File: src/rtl/seg_scan_pkg.sv
// Shared definitions for the 7-segment scan controller: FSM states, register field
// positions and the control register address.
package seg_scan_pkg;

   typedef enum logic [1:0] {
      StIdle  = 2'd0,
      StShow  = 2'd1,
      StBlank = 2'd2
   } state_e;

   // Digit register fields
   localparam int unsigned NIB_LSB = 0;
   localparam int unsigned DOT_BIT = 4;
   localparam int unsigned EN_BIT  = 7;

   // Control register
   localparam logic [3:0]  CTRL_ADDR   = 4'd15;
   localparam int unsigned SCAN_EN_BIT = 0;
   localparam int unsigned BRIGHT_LSB  = 1;

   // Keep nibble, dot and enable; reserved bits [6:5] are stored as zero.
   function automatic logic [7:0] digit_mask(input logic [7:0] w);
      return {w[EN_BIT], 2'b00, w[DOT_BIT], w[NIB_LSB +: 4]};
   endfunction

endpackage

File: src/rtl/seg_scan_timer.sv
// Loadable down-counter shared by the SHOW dwell and BLANK gap intervals.
// Stops at zero; a load strobe overrides the decrement.
module seg_scan_timer #(
   parameter int unsigned CNT_W = 16
) (
   input  logic             clk,
   input  logic             rst,
   input  logic             load_i,
   input  logic [CNT_W-1:0] load_val_i,
   output logic [CNT_W-1:0] count_o,
   output logic             zero_o
);

   logic [CNT_W-1:0] count_q, count_d;

   // Next count: load wins, otherwise decrement and hold at zero
   always_comb begin
      count_d = count_q;
      if (load_i) begin
         count_d = load_val_i;
      end else if (count_q != '0) begin
         count_d = count_q - CNT_W'(1);
      end
   end

   // Count register
   always_ff @(posedge clk or posedge rst) begin
      if (rst) begin
         count_q <= '0;
      end else begin
         count_q <= count_d;
      end
   end

   assign count_o = count_q;
   assign zero_o  = (count_q == '0);

endmodule

File: src/rtl/seg_scan_ctrl.sv
// Multiplexed 7-segment scan controller: double-buffered digit register file written
// from the bus, and an IDLE/SHOW/BLANK scan FSM driving a shared decoder plus one-hot
// digit enables. All outputs are registered.
// Optional build macro SEG_SCAN_BRIGHTNESS_EN: gates OE to the first
// ((brightness+1)*DWELL)/8 cycles of each SHOW slot.
module seg_scan_ctrl
   import seg_scan_pkg::*;
#(
   parameter int unsigned NDIGITS   = 4,
   parameter int unsigned DWELL     = 1000,
   parameter int unsigned BLANK_CYC = 16,
   parameter int unsigned CNT_W     = 16
) (
   input  logic               clk,
   input  logic               rst,
   input  logic               we,
   input  logic [3:0]         waddr,
   input  logic [7:0]         wdata,
   output logic               OE,
   output logic [3:0]         tetrade,
   output logic               dot,
   output logic [NDIGITS-1:0] digit_en,
   output logic               frame_tick
);

   localparam int unsigned      IdxW    = $clog2(NDIGITS);
   localparam logic [CNT_W-1:0] DwellLd = CNT_W'(DWELL - 1);
   localparam logic [CNT_W-1:0] BlankLd = CNT_W'(BLANK_CYC - 1);
   localparam logic [IdxW-1:0]  LastIdx = IdxW'(NDIGITS - 1);

   // Register file and control
   logic [NDIGITS-1:0][7:0] shadow_q, shadow_d;
   logic [NDIGITS-1:0][7:0] live_q, live_d;
   logic                    scan_en_q, scan_en_d;
`ifdef SEG_SCAN_BRIGHTNESS_EN
   logic [2:0]              bright_q, bright_d;
`endif

   // Scan FSM
   state_e                  state_q, state_d;
   logic [IdxW-1:0]         idx_q, idx_d;
   logic                    commit;
   logic                    tmr_load;
   logic [CNT_W-1:0]        tmr_val;
   logic [CNT_W-1:0]        cnt;
   logic                    tmr_zero;

   // Output registers
   logic                    oe_q, oe_d;
   logic [3:0]              tetrade_q, tetrade_d;
   logic                    dot_q, dot_d;
   logic [NDIGITS-1:0]      digit_en_q, digit_en_d;
   logic                    frame_tick_q, frame_tick_d;

   logic [7:0]              sel;
   logic                    bright_ok;
   logic                    show_on;

   seg_scan_timer #(
      .CNT_W (CNT_W)
   ) u_timer (
      .clk        (clk),
      .rst        (rst),
      .load_i     (tmr_load),
      .load_val_i (tmr_val),
      .count_o    (cnt),
      .zero_o     (tmr_zero)
   );

   // Bus writes: digit data goes to the shadow bank only; commit copies shadow to live
   always_comb begin
      shadow_d  = shadow_q;
      scan_en_d = scan_en_q;
`ifdef SEG_SCAN_BRIGHTNESS_EN
      bright_d  = bright_q;
`endif
      if (we) begin
         if (waddr == CTRL_ADDR) begin
            scan_en_d = wdata[SCAN_EN_BIT];
`ifdef SEG_SCAN_BRIGHTNESS_EN
            bright_d  = wdata[BRIGHT_LSB +: 3];
`endif
         end else if (32'(waddr) < NDIGITS) begin
            shadow_d[waddr[IdxW-1:0]] = digit_mask(wdata);
         end
      end
      // Commit samples the pre-write shadow, so a colliding write waits a frame
      live_d = commit ? shadow_q : live_q;
   end

   // Scan sequencing: dwell on a digit, blank gap, advance; commit at frame start
   always_comb begin
      state_d  = state_q;
      idx_d    = idx_q;
      tmr_load = 1'b0;
      tmr_val  = '0;
      commit   = 1'b0;
      unique case (state_q)
         StIdle: begin
            tmr_load = 1'b1;
            if (scan_en_q) begin
               state_d = StShow;
               idx_d   = '0;
               commit  = 1'b1;
               tmr_val = DwellLd;
            end
         end
         StShow: begin
            if (tmr_zero) begin
               state_d  = StBlank;
               tmr_load = 1'b1;
               tmr_val  = BlankLd;
            end
         end
         StBlank: begin
            if (tmr_zero) begin
               state_d  = StShow;
               tmr_load = 1'b1;
               tmr_val  = DwellLd;
               if (idx_q == LastIdx) begin
                  idx_d  = '0;
                  commit = 1'b1;
               end else begin
                  idx_d = idx_q + IdxW'(1);
               end
            end
         end
         default: state_d = StIdle;
      endcase
      // Disable overrides everything and parks the scan cleanly
      if (!scan_en_q) begin
         state_d  = StIdle;
         idx_d    = '0;
         tmr_load = 1'b1;
         tmr_val  = '0;
         commit   = 1'b0;
      end
   end

`ifdef SEG_SCAN_BRIGHTNESS_EN
   localparam int unsigned MulW = CNT_W + 4;
   logic [MulW-1:0]  bright_thr;
   logic [CNT_W-1:0] cnt_next;

   // Lit while the next-cycle count is in the top T values of the dwell countdown
   always_comb begin
      bright_thr = MulW'(DWELL) -
                   (((MulW'(bright_q) + MulW'(1)) * MulW'(DWELL)) >> 3);
      cnt_next   = (state_q == StShow) ? (cnt - CNT_W'(1)) : DwellLd;
      bright_ok  = (MulW'(cnt_next) >= bright_thr);
   end
`else
   logic unused_cnt;
   assign unused_cnt = ^cnt;
   assign bright_ok  = 1'b1;
`endif

   // Next registered outputs; a committing cycle sources the digit straight from shadow
   always_comb begin
      sel               = commit ? shadow_q[idx_d] : live_q[idx_d];
      show_on           = (state_d == StShow) && sel[EN_BIT] && bright_ok;
      oe_d              = show_on;
      digit_en_d        = '0;
      digit_en_d[idx_d] = show_on;
      tetrade_d         = tetrade_q;
      dot_d             = dot_q;
      if (state_d == StIdle) begin
         tetrade_d = '0;
         dot_d     = 1'b0;
      end else if ((state_d == StShow) && (state_q != StShow)) begin
         tetrade_d = sel[NIB_LSB +: 4];
         dot_d     = sel[DOT_BIT];
      end
      frame_tick_d = commit;
   end

   // State, register file and output registers
   always_ff @(posedge clk or posedge rst) begin
      if (rst) begin
         shadow_q     <= '0;
         live_q       <= '0;
         scan_en_q    <= 1'b0;
`ifdef SEG_SCAN_BRIGHTNESS_EN
         bright_q     <= '0;
`endif
         state_q      <= StIdle;
         idx_q        <= '0;
         oe_q         <= 1'b0;
         tetrade_q    <= '0;
         dot_q        <= 1'b0;
         digit_en_q   <= '0;
         frame_tick_q <= 1'b0;
      end else begin
         shadow_q     <= shadow_d;
         live_q       <= live_d;
         scan_en_q    <= scan_en_d;
`ifdef SEG_SCAN_BRIGHTNESS_EN
         bright_q     <= bright_d;
`endif
         state_q      <= state_d;
         idx_q        <= idx_d;
         oe_q         <= oe_d;
         tetrade_q    <= tetrade_d;
         dot_q        <= dot_d;
         digit_en_q   <= digit_en_d;
         frame_tick_q <= frame_tick_d;
      end
   end

   assign OE         = oe_q;
   assign tetrade    = tetrade_q;
   assign dot        = dot_q;
   assign digit_en   = digit_en_q;
   assign frame_tick = frame_tick_q;

endmodule

File: config.mk
export PLATFORM = sky130hd
export DESIGN_NAME = seg_scan_ctrl
export DESIGN_NICKNAME = d
export VERILOG_FILES = /design/src/rtl/seg_scan_pkg.sv /design/src/rtl/seg_scan_timer.sv /design/src/rtl/seg_scan_ctrl.sv
export SDC_FILE = /design/constraint.sdc
export NUM_CORES = 1
export LEC_CHECK = 0
export CORE_UTILIZATION = 30
export CTS_CLUSTER_DIAMETER = 80
export DETAILED_ROUTE_END_ITERATION = 8
export DONT_BUFFER_PORTS = 1
export PLACE_DENSITY = 0.46
export SLEW_MARGIN = 20
export SYNTH_ARGS = -nofsm -noshare
export SYNTH_HDL_FRONTEND = slang
export SYNTH_HIERARCHICAL = 1
export SYNTH_SLANG_ARGS = --single-unit
File: constraint.sdc
create_clock -name clk -period 4 [get_ports clk]
set_clock_uncertainty 0.05 [all_clocks]
set_input_delay 0.8 -clock clk [delete_from_list [all_inputs] [get_ports clk]]
set_output_delay 0.8 -clock clk [all_outputs]
set_load 0.02 [all_outputs]
==> results.ini <==
[run_status]
outcome = complete, no violations

[global_routing]
grt_pass1_vias = 3152
grt_usage = 0.154
grt_overflow = 0
antenna_found_initial = 0
grt_max_degree = 38
grt_first_pass_wirelength_um = 16800

[route]
wl_met3_um = 421
route.met2.wl_um = 4730
dr.max_layer_used = met4
wl_met1_um = 4760
ant_nets = 0
route.detailed.drc = 0
drt-initial-drc-count = 131
vias_per_cell = 5.03
wl_per_cell_um = 16.4
num_vias = 3096
first_pass_iters = 4
finalWirelength_um = 10100

[synthesis]
synth_top_cells_by_area = dfrtp_1 (48%), nand2_1 (8.9%), mux2_2 (7.8%)
ys_seq_elements = 80
synthTopCellsByCount = nand2_1 (100), dfrtp_1 (80), mux2_2 (29), inv_1 (19), a21oi_1 (15)
synth-edff-count = 0
synth_flop_cell = dfrtp_1
syn-mean-instance-area_um2 = 9.91
yosysWarnings = 6
yosysMostFrequentCell = nand2_1
async_reset_ff_frac = 1.00
yosysTopAreaCell = dfrtp_1
syn_area_um2 = 4190
yosysUniqueCellTypes = 61
yosysTopAreaCellShare = 0.477
synth_cells = 423
ys_seq_area_frac = 0.477

[power]
total_leakage_power_nw = 2.17
vdd_ir_drop_max_v = 0.000393
powerDensity_nw_per_um2 = 600

[clocking]
clock_sinks = 80
cts_setup_buffers = 0
clk_pin_slew_ps = 60
cts.path.max_buffers = 2
h-tree-depth = 3
clkLatencyLatePin_ps = 340
cts_tree = built
numCtsBuffers = 9
cts_repair_resize_count = 0
holdBufCountCts = 0
root_buffer = clkbuf_16

[placement]
hpwl_um = 6970
numPortBuffers = 0
dpl_cell_area_um2 = 4460
pre_cts_slack_ps = 589
gp_congestion = 0.751

[sta]
finalHoldViolations = 0
fin_ws_ps = 624
setup_viol = 0
fmax_ghz = 0.296
rsz0062_at_grt = no
slew_violations = 0
period_share = 0.844
setup-tns-final_ps = 0
slew_headroom = 0.395
layout_min_cycle_time_ps = 3380
tightest_slew_ps = 904

[final_layout]
antenna-diode-count = 0
fin_nets = 456
drive_gt1_frac = 0.178
area_delta_synth_final_pct = 13.8
finalInstanceArea_um2 = 4770

[floorplan]
rows = 42
die_h_um = 120
core_um2 = 13500
fp.dieW_um = 120
ios = 26
start_util = 0.312
dieArea_um2 = 14500

[setup_path]
cp.arrival_ps = 3560
timing.critical_path.buf_inv = 3
slowest_delay_ps = 480
critPathCaptureType = flip-flop
worstSetupStartpointType = flip-flop
critPathKind = flip-flop to flip-flop
slowest_stage = a2111o_1
path_max_fanout = 11
path_cells = inv_1 > ha_1 > nor3b_2 > buf_4 > nand4b_4 > nor2_4 > mux2_2 > a21o_1 > buf_4 > nor3_1 > a2111o_1 > a211oi_1
required_ps = 4190
critPathTopFamily = compound AO/OA/AOI/OAI gates
crit_top_cell = buf_4

[run]
maxCapViolCount = 0

[min_path]
hp-class = input pin to asynchronous set/reset pin

## final cells by class
| class | count | area [um^2] |
|---|---|---|
| timing repair buffer | 15 | 113 |
| sequential | 80 | 2000 |
| inverter | 19 | 71.3 |
| clock buffer | 10 | 229 |
| clock inverter | 5 | 82.6 |
| tap | 176 | 220 |
| fill | 1430 | 8680 |
| multi-input combinational | 310 | 2050 |
## power breakdown
group / switching [mW] / internal [mW]
clock network: 0.324 / 0.544
logic: 0.379 / 0.329
registers: 0.230 / 1.06
total: 0.932 / 1.93
## cell families (layout without fill, tap and decap cells)
family | after synthesis | in the layout | synth area share
other | 1 | 7 | 0.000894
AOI/OAI and AO/OA | 74 | 74 | 0.124
xor gates and xnor gates | 11 | 11 | 0.0230
buffers and inverters | 39 | 49 | 0.0382
DFF | 80 | 80 | 0.477
and+or+nand+nor | 175 | 175 | 0.221
adders and majority gates | 6 | 6 | 0.0179
muxes | 37 | 37 | 0.0973
## sequential cells by signal (all words and copies together) (netlist names)
name             flops
digit_en             4
scan_en_q            1
state_q              2
dot                  1
live_q              24
idx_q                2
shadow_q            24
frame_tick           1
tetrade              4
OE                   1
u_timer/count_o     16
## through the flow
| stage | utilization | hold WS (ps) | power, mW | cells |
|---|---|---|---|---|
| floorplan | - | 390 | 1.81 | 429 |
| global placement | 0.332 | 408 | 2.00 | 600 |
| detailed placement | 0.332 | 414 | 2.02 | 600 |
| CTS | 0.355 | 396 | 2.91 | 615 |
| global route | 0.355 | 411 | 3.07 | 615 |
| finish | 0.355 | 370 | 2.87 | 615 |
## worst reg2reg max path, delay by kind of cell (launching register included)
| kind | cells | cell delay [ps] |
|---|---|---|
| compound gates | 3 | 1180 |
| simple gates | 4 | 600 |
| buf+inv | 3 | 540 |
| flops | 1 | 390 |
| mux | 1 | 290 |
| fa+ha+maj | 1 | 250 |
## placed cells by master, fill, tap and decap left out, drive strengths merged, types with 4 or more instances in the layout
cell type  instances
dfrtp             80
mux2i              7
nand2b             4
nor2              12
nor3              19
nor2b              4
nand2            100
inv               19
clkbuf            10
nor4               7
nand3              4
a211oi            14
conb               7
mux2              30
a21oi             15
nor3b              7
o31ai              6
ha                 6
o21ai             12
buf               15
xnor2             10
## per-layer routing
metal,GRT usage,vias to the layer above
met2,0.244,47
li1,-,1509
met5,0,-
met4,0.0509,0
met3,0.0491,14
met1,0.198,1526
## path summary, 6_finish.rpt
check	startpoint	to	slack (ps)	cells after the start
setup / recovery	u_timer/count_o[0]	digit_en[3]	620	12
max in group asynchronous	rst	live_q[23]	2600	2
hold reg to reg	live_q[3]	live_q[3]	430	2
setup reg to reg	u_timer/count_o[0]	digit_en[3]	620	12
min in group clk	live_q[3]	live_q[3]	430	2
hold / removal	rst	u_timer/count_o[13]	370	1
(Power assumes the default switching activity.)
